`src/rtl/mem_arbiter_if.sv`:
```
// Bus bundle between the memory arbiter, the I/D caches and the backing memory.
// slave: arbiter view; master: cache + memory environment view.
interface mem_arbiter_if #(
    parameter int ADDR_WIDTH = 32,
    parameter int DATA_WIDTH = 32,
    parameter int BURST_LEN  = 4
);
    localparam int BEAT_W = $clog2(BURST_LEN);

    logic                  i_ic_req;
    logic [ADDR_WIDTH-1:0] i_ic_addr;
    logic                  o_ic_rvalid;
    logic [DATA_WIDTH-1:0] o_ic_rdata;
    logic                  o_ic_done;

    logic                  i_dc_req;
    logic                  i_dc_wen;
    logic [ADDR_WIDTH-1:0] i_dc_addr;
    logic [DATA_WIDTH-1:0] i_dc_wdata;
    logic [BEAT_W-1:0]     o_dc_beat;
    logic                  o_dc_rvalid;
    logic [DATA_WIDTH-1:0] o_dc_rdata;
    logic                  o_dc_done;

    logic                  o_mem_req;
    logic                  o_mem_wen;
    logic [ADDR_WIDTH-1:0] o_mem_addr;
    logic [DATA_WIDTH-1:0] o_mem_wdata;
    logic                  i_mem_ready;
    logic                  i_mem_rvalid;
    logic [DATA_WIDTH-1:0] i_mem_rdata;

    modport slave (
        input  i_ic_req, i_ic_addr,
        output o_ic_rvalid, o_ic_rdata, o_ic_done,
        input  i_dc_req, i_dc_wen, i_dc_addr, i_dc_wdata,
        output o_dc_beat, o_dc_rvalid, o_dc_rdata, o_dc_done,
        output o_mem_req, o_mem_wen, o_mem_addr, o_mem_wdata,
        input  i_mem_ready, i_mem_rvalid, i_mem_rdata
    );

    modport master (
        output i_ic_req, i_ic_addr,
        input  o_ic_rvalid, o_ic_rdata, o_ic_done,
        output i_dc_req, i_dc_wen, i_dc_addr, i_dc_wdata,
        input  o_dc_beat, o_dc_rvalid, o_dc_rdata, o_dc_done,
        input  o_mem_req, o_mem_wen, o_mem_addr, o_mem_wdata,
        output i_mem_ready, i_mem_rvalid, i_mem_rdata
    );
endinterface

```
`src/rtl/mem_arbiter.sv`:
```
// Shares one single-ported memory between I-cache and D-cache line transfers (BURST_LEN beats each).
// Define MEM_ARB_ROUND_ROBIN_EN for round-robin tie-break; default is fixed D-cache priority.
//
// state     | meaning
// S_IDLE    | no transfer; arbitrate and latch owner/line/direction
// S_ISSUE   | o_mem_req high for current beat, waiting for i_mem_ready
// S_WAIT_RD | read beat accepted, waiting for i_mem_rvalid
// S_DONE    | owner's done pulse, back to idle
module mem_arbiter #(
    parameter int ADDR_WIDTH = 32,
    parameter int DATA_WIDTH = 32,
    parameter int BURST_LEN  = 4
) (
    input logic          i_clk,
    input logic          i_rst,
    mem_arbiter_if.slave bus
);
    localparam int BEAT_W = $clog2(BURST_LEN);
    localparam int OFF    = BEAT_W + 2;
    localparam int LINE_W = ADDR_WIDTH - OFF;

    typedef enum logic [1:0] {S_IDLE, S_ISSUE, S_WAIT_RD, S_DONE} state_t;

    state_t                  state;
    logic                    owner_dc;
    logic                    wen;
    logic [LINE_W-1:0]       line;
    logic [BEAT_W-1:0]       beat;
    logic                    mem_req;
    logic                    mem_wen;
    logic [ADDR_WIDTH-1:0]   mem_addr;
    logic                    ic_done;
    logic                    dc_done;

    logic                    grant_dc;
    logic [LINE_W-1:0]       req_line;
    logic                    last_beat;
    logic [BEAT_W-1:0]       beat_nxt;
    logic                    rd_fwd;

    function automatic logic [ADDR_WIDTH-1:0] beat_addr(input logic [LINE_W-1:0] l,
                                                        input logic [BEAT_W-1:0] b);
        return {l, b, 2'b00};
    endfunction

`ifdef MEM_ARB_ROUND_ROBIN_EN
    logic last_dc;
    assign grant_dc = bus.i_dc_req && (!bus.i_ic_req || !last_dc);
`else
    assign grant_dc = bus.i_dc_req;
`endif

    assign req_line  = grant_dc ? bus.i_dc_addr[ADDR_WIDTH-1:OFF] : bus.i_ic_addr[ADDR_WIDTH-1:OFF];
    assign last_beat = (beat == BEAT_W'(BURST_LEN - 1));
    assign beat_nxt  = beat + 1'b1;

    always_ff @(posedge i_clk) begin
        if (i_rst) begin
            state    <= S_IDLE;
            owner_dc <= 1'b0;
            wen      <= 1'b0;
            line     <= '0;
            beat     <= '0;
            mem_req  <= 1'b0;
            mem_wen  <= 1'b0;
            mem_addr <= '0;
            ic_done  <= 1'b0;
            dc_done  <= 1'b0;
`ifdef MEM_ARB_ROUND_ROBIN_EN
            last_dc  <= 1'b0;
`endif
        end else begin
            case (state)
                S_IDLE: begin
                    if (bus.i_ic_req || bus.i_dc_req) begin
                        owner_dc <= grant_dc;
                        wen      <= grant_dc && bus.i_dc_wen;
                        line     <= req_line;
                        beat     <= '0;
                        mem_req  <= 1'b1;
                        mem_wen  <= grant_dc && bus.i_dc_wen;
                        mem_addr <= beat_addr(req_line, '0);
                        state    <= S_ISSUE;
`ifdef MEM_ARB_ROUND_ROBIN_EN
                        last_dc  <= grant_dc;
`endif
                    end
                end
                S_ISSUE: begin
                    if (bus.i_mem_ready) begin
                        if (wen && !last_beat) begin
                            beat     <= beat_nxt;
                            mem_addr <= beat_addr(line, beat_nxt);
                        end else begin
                            mem_req  <= 1'b0;
                            mem_wen  <= 1'b0;
                            mem_addr <= '0;
                            if (wen) begin
                                beat    <= '0;
                                ic_done <= !owner_dc;
                                dc_done <= owner_dc;
                                state   <= S_DONE;
                            end else begin
                                state   <= S_WAIT_RD;
                            end
                        end
                    end
                end
                S_WAIT_RD: begin
                    if (bus.i_mem_rvalid) begin
                        if (last_beat) begin
                            beat    <= '0;
                            ic_done <= !owner_dc;
                            dc_done <= owner_dc;
                            state   <= S_DONE;
                        end else begin
                            beat     <= beat_nxt;
                            mem_req  <= 1'b1;
                            mem_addr <= beat_addr(line, beat_nxt);
                            state    <= S_ISSUE;
                        end
                    end
                end
                default: begin
                    ic_done <= 1'b0;
                    dc_done <= 1'b0;
                    state   <= S_IDLE;
                end
            endcase
        end
    end

    // Read data passes straight through to the owner in the cycle memory returns it.
    assign rd_fwd = (state == S_WAIT_RD) && bus.i_mem_rvalid;

    assign bus.o_ic_rvalid = rd_fwd && !owner_dc;
    assign bus.o_ic_rdata  = (rd_fwd && !owner_dc) ? bus.i_mem_rdata : '0;
    assign bus.o_ic_done   = ic_done;
    assign bus.o_dc_rvalid = rd_fwd && owner_dc;
    assign bus.o_dc_rdata  = (rd_fwd && owner_dc) ? bus.i_mem_rdata : '0;
    assign bus.o_dc_done   = dc_done;
    assign bus.o_dc_beat   = beat;
    assign bus.o_mem_req   = mem_req;
    assign bus.o_mem_wen   = mem_wen;
    assign bus.o_mem_addr  = mem_addr;
    assign bus.o_mem_wdata = (state == S_ISSUE && wen) ? bus.i_dc_wdata : '0;
endmodule

```
`src/flat_wrapper.sv`:
```
// flat-port wrapper written by rule: the top's interface ports become plain ports
module mem_arbiter_flat 
#(
    parameter int ADDR_WIDTH = 32,
    parameter int DATA_WIDTH = 32,
    parameter int BURST_LEN  = 4
)
  (i_clk, i_rst, bus_i_ic_req, bus_i_ic_addr, bus_o_ic_rvalid, bus_o_ic_rdata, bus_o_ic_done, bus_i_dc_req, bus_i_dc_wen, bus_i_dc_addr, bus_i_dc_wdata, bus_o_dc_beat, bus_o_dc_rvalid, bus_o_dc_rdata, bus_o_dc_done, bus_o_mem_req, bus_o_mem_wen, bus_o_mem_addr, bus_o_mem_wdata, bus_i_mem_ready, bus_i_mem_rvalid, bus_i_mem_rdata);
  mem_arbiter_if #(.ADDR_WIDTH(ADDR_WIDTH), .DATA_WIDTH(DATA_WIDTH), .BURST_LEN(BURST_LEN)) bus_i ();
  input logic i_clk;
  input logic i_rst;
  input wire logic [$bits(bus_i.i_ic_req)-1:0] bus_i_ic_req;
  input wire logic [$bits(bus_i.i_ic_addr)-1:0] bus_i_ic_addr;
  output wire logic [$bits(bus_i.o_ic_rvalid)-1:0] bus_o_ic_rvalid;
  output wire logic [$bits(bus_i.o_ic_rdata)-1:0] bus_o_ic_rdata;
  output wire logic [$bits(bus_i.o_ic_done)-1:0] bus_o_ic_done;
  input wire logic [$bits(bus_i.i_dc_req)-1:0] bus_i_dc_req;
  input wire logic [$bits(bus_i.i_dc_wen)-1:0] bus_i_dc_wen;
  input wire logic [$bits(bus_i.i_dc_addr)-1:0] bus_i_dc_addr;
  input wire logic [$bits(bus_i.i_dc_wdata)-1:0] bus_i_dc_wdata;
  output wire logic [$bits(bus_i.o_dc_beat)-1:0] bus_o_dc_beat;
  output wire logic [$bits(bus_i.o_dc_rvalid)-1:0] bus_o_dc_rvalid;
  output wire logic [$bits(bus_i.o_dc_rdata)-1:0] bus_o_dc_rdata;
  output wire logic [$bits(bus_i.o_dc_done)-1:0] bus_o_dc_done;
  output wire logic [$bits(bus_i.o_mem_req)-1:0] bus_o_mem_req;
  output wire logic [$bits(bus_i.o_mem_wen)-1:0] bus_o_mem_wen;
  output wire logic [$bits(bus_i.o_mem_addr)-1:0] bus_o_mem_addr;
  output wire logic [$bits(bus_i.o_mem_wdata)-1:0] bus_o_mem_wdata;
  input wire logic [$bits(bus_i.i_mem_ready)-1:0] bus_i_mem_ready;
  input wire logic [$bits(bus_i.i_mem_rvalid)-1:0] bus_i_mem_rvalid;
  input wire logic [$bits(bus_i.i_mem_rdata)-1:0] bus_i_mem_rdata;
  assign bus_i.i_ic_req = bus_i_ic_req;
  assign bus_i.i_ic_addr = bus_i_ic_addr;
  assign bus_o_ic_rvalid = bus_i.o_ic_rvalid;
  assign bus_o_ic_rdata = bus_i.o_ic_rdata;
  assign bus_o_ic_done = bus_i.o_ic_done;
  assign bus_i.i_dc_req = bus_i_dc_req;
  assign bus_i.i_dc_wen = bus_i_dc_wen;
  assign bus_i.i_dc_addr = bus_i_dc_addr;
  assign bus_i.i_dc_wdata = bus_i_dc_wdata;
  assign bus_o_dc_beat = bus_i.o_dc_beat;
  assign bus_o_dc_rvalid = bus_i.o_dc_rvalid;
  assign bus_o_dc_rdata = bus_i.o_dc_rdata;
  assign bus_o_dc_done = bus_i.o_dc_done;
  assign bus_o_mem_req = bus_i.o_mem_req;
  assign bus_o_mem_wen = bus_i.o_mem_wen;
  assign bus_o_mem_addr = bus_i.o_mem_addr;
  assign bus_o_mem_wdata = bus_i.o_mem_wdata;
  assign bus_i.i_mem_ready = bus_i_mem_ready;
  assign bus_i.i_mem_rvalid = bus_i_mem_rvalid;
  assign bus_i.i_mem_rdata = bus_i_mem_rdata;
  mem_arbiter #(.ADDR_WIDTH(ADDR_WIDTH), .DATA_WIDTH(DATA_WIDTH), .BURST_LEN(BURST_LEN)) u_core (.i_clk(i_clk), .i_rst(i_rst), .bus(bus_i));
endmodule
```
`config.mk`:
```
export PLATFORM = sky130hd
export DESIGN_NAME = mem_arbiter_flat
export DESIGN_NICKNAME = d
export VERILOG_FILES = /design/src/rtl/mem_arbiter_if.sv /design/src/rtl/mem_arbiter.sv /design/src/flat_wrapper.sv
export SDC_FILE = /design/constraint.sdc
export NUM_CORES = 1
export LEC_CHECK = 0
export BUFFER_PORTS_ARGS = -buffer_cell sky130_fd_sc_hd__buf_2
export CORE_ASPECT_RATIO = 1.2
export CORE_MARGIN = 3
export CORE_UTILIZATION = 30
export DETAILED_ROUTE_END_ITERATION = 8
export SYNTH_ARGS = -nofsm -noshare
export SYNTH_HDL_FRONTEND = slang
export SYNTH_SLANG_ARGS = --single-unit
```
`constraint.sdc`:
```
create_clock -name i_clk -period 5.2 [get_ports i_clk]
set_input_delay 1.04 -clock i_clk [delete_from_list [all_inputs] [get_ports i_clk]]
set_output_delay 1.04 -clock i_clk [all_outputs]
set_load 0.01 [all_outputs]
```
==> flow_summary.json <==
{
  "die_w_um": 111,
  "finalWeightedCongestion": 0.964,
  "drc_errors": 0,
  "yosysSeqAreaShare_pct": 34.1,
  "drt_iter0_markers": 143,
  "yosysTopAreaCell": "dfxtp_1",
  "powerDensity_nw_per_um2": 491,
  "synth_area_um2": 3990,
  "antenna_found_initial": 0,
  "outcome": "completed",
  "final_hold_viol_count": 0,
  "cts_tree": "built",
  "synth_edf_count": 0,
  "cp_max_fo": 33,
  "wirelength_mm": 13.4,
  "synthTopCellsByArea": "dfxtp_1 (34%), and2_1 (10%), a211oi_1 (10%), a21oi_1 (7.1%), mux2i_1 (7.0%)",
  "end_kind": "output pin",
  "worstSetupPathType": "flip-flop to output pin",
  "maxCapViolations": 0,
  "required_ns": 4.16,
  "drt_pass1_iterations": 4,
  "skew_ns": 0.00578,
  "synth_warnings": 0,
  "diodes": 0,
  "r2r_setup_slack_ns": 2.48,
  "ys.flop_type": "dfxtp_1",
  "grt_max_degree": 59,
  "ctsResizeCount": 0,
  "worst_pin_slew_ns": 0.967,
  "relSlewSlack_pct": 35.6,
  "start_util_pct": 31.1,
  "grt_pass1_vias": 4063,
  "synth_top_area_share_pct": 34.1,
  "period_share_pct": 64.3,
  "critPathArrivalTime_ns": 2.30,
  "cp-start-kind": "flip-flop",
  "ctsRootBufferMaster": "clkbuf_16",
  "synthCells": 493,
  "synthMostInstantiatedCell": "dfxtp_1",
  "yosys-top-cells-count": "dfxtp_1 (68), and2_1 (65), nor2_1 (60)",
  "vias": 4366,
  "final_nets": 863,
  "hold_path.class": "flip-flop to flip-flop",
  "syn_avg_cell_area_um2": 8.10,
  "async_flop_share_pct": 0,
  "p_leak_uw": 0.00303,
  "hold-worst-slack_ns": 0.479,
  "cpMaxStageDelayCell": "and3_1",
  "setup_violations": 0,
  "yosysUniqueCellTypes": 39,
  "report.power.total_uw": 2780,
  "cpPeakStageDelay_ns": 0.78,
  "grt_usage_pct": 17.2,
  "slew_viol_final": 0,
  "die_h_um": 132,
  "vdd_drop_max_mv": 0.205,
  "cts_setup_buffers": 0,
  "path_clk_slew_ns": 0.06,
  "fin_cells": 891,
  "drive_gt1_share_pct": 42.1,
  "avgRoutedWirePerCell_um": 15.0,
  "cts_hold_buf": 0,
  "finalCriticalPeriod_ns": 3.34,
  "vias_per_cell": 4.90,
  "dp_hpwl_mm": 10.0,
  "ys_ff_latch": 68,
  "antenna_left": 0,
  "area_delta_synth_final_pct": 41.7,
  "clock_latency_ns": 0.33,
  "grt_pass1_wl_mm": 21.1,
  "place_inst": 875,
  "setup_tns_ns": 0,
  "overflow": 0,
  "core_um2": 12800,
  "rows": 45,
  "rsz0062_at_grt": "no",
  "fmax_mhz": 299,
  "clock_sinks": 68,
  "port_buffers": 260,
  "cts_max_path_buffers": 2,
  "crit_path_cell_trace": "inv_1, ha_1, and3_1, and2_1, buf_2",
  "die_area_um2": 14700,
  "ctsHtreeMaxLevel": 3,
  "cts_made_buffers": 9,
  "pin_count": 271
}
metrics by stage:
| stage | instance area [um2] | util [%] | worst slack, ns |
|---|---|---|---|
| 6_report | 5660 | 44.1 | 1.86 |
| 2_1_floorplan | 4000 | - | 2.39 |
| 3_5_place_dp | 5310 | 41.3 | 1.93 |
| 4_1_cts | 5660 | 44.1 | 1.84 |
| 5_1_grt | 5660 | 44.1 | 1.64 |
| 3_3_place_gp | 5310 | 41.3 | 2.02 |
registers in the layout, summed over array words and instances, names as in the netlist:
name / flops
u_core.bus.o_dc_beat: 2
u_core.bus.o_dc_done: 1
u_core.bus.o_ic_done: 1
u_core.bus.o_mem_addr: 30
u_core.bus.o_mem_req: 1
u_core.bus.o_mem_wen: 1
u_core.line: 28
u_core.owner_dc: 1
u_core.state: 2
u_core.wen: 1
cells in the final DEF (no fill, tap or decap), types with 9 or more instances in the layout:
cell | netlist | layout
a211oi_1 | 53 | 53
a21oi_1 | 57 | 57
a21oi_2 | 10 | 10
and2_1 | 65 | 65
and3_1 | 33 | 33
buf_2 | 10 | 260
clkbuf_16 | 0 | 9
dfxtp_1 | 68 | 68
mux2i_1 | 28 | 28
nor2_1 | 60 | 60
o21ai_0 | 10 | 10
layout make-up:
class	count	area [um2]
fill	1274	7180
multi-input combinational	369	2360
sequential	68	1360
timing repair buffer	268	1360
clock buffer	10	239
tap	164	205
clock inverter	6	111
inverter	6	22.5
critical path, delay by kind of cell (launching register included):
kind,cells,cell delay [ns]
simple gates,2,1.01
buf+inv,2,0.25
flops,1,0.36
fa+ha+maj,1,0.35
cell families (layout without fill, tap and decap cells):
logic type,count (synthesis),count (layout),share of synthesized area (%)
AO/OA/AOI/OAI,142,142,23.5
flip-flops,68,68,34.1
multiplexers,29,29,7.30
AND/OR/NAND/NOR,190,190,26.0
buffers and inverters,57,290,7.08
adder cells (fa/ha/maj),6,6,1.88
other,1,2,0.0940
where the power goes:
part | total (uW) | internal [uW] | switching (uW)
logic | 1230 | 481 | 744
clock network | 710 | 481 | 229
registers | 841 | 719 | 123
metal layers:
metal | wire length, um | share of wire (%) | global-route usage [%]
met1 | 5400 | 40 | 20.7
met5 | 0 | 0 | 0
met3 | 1010 | 7.6 | 4.41
met2 | 6720 | 50 | 30.1
met4 | 231 | 1.7 | 5.41
final timing paths:
kind,depth (start not counted),startpoint,end
worst max register to register,7,u_core.state[0],u_core.bus.o_mem_addr[8]
worst min register to register,2,u_core.bus.o_dc_done,u_core.bus.o_dc_done
worst min-delay path,2,u_core.bus.o_dc_done,u_core.bus.o_dc_done
worst max-delay path,5,u_core.state[0],bus_o_dc_rdata[27]
Power figures use the tool's default switching activity.
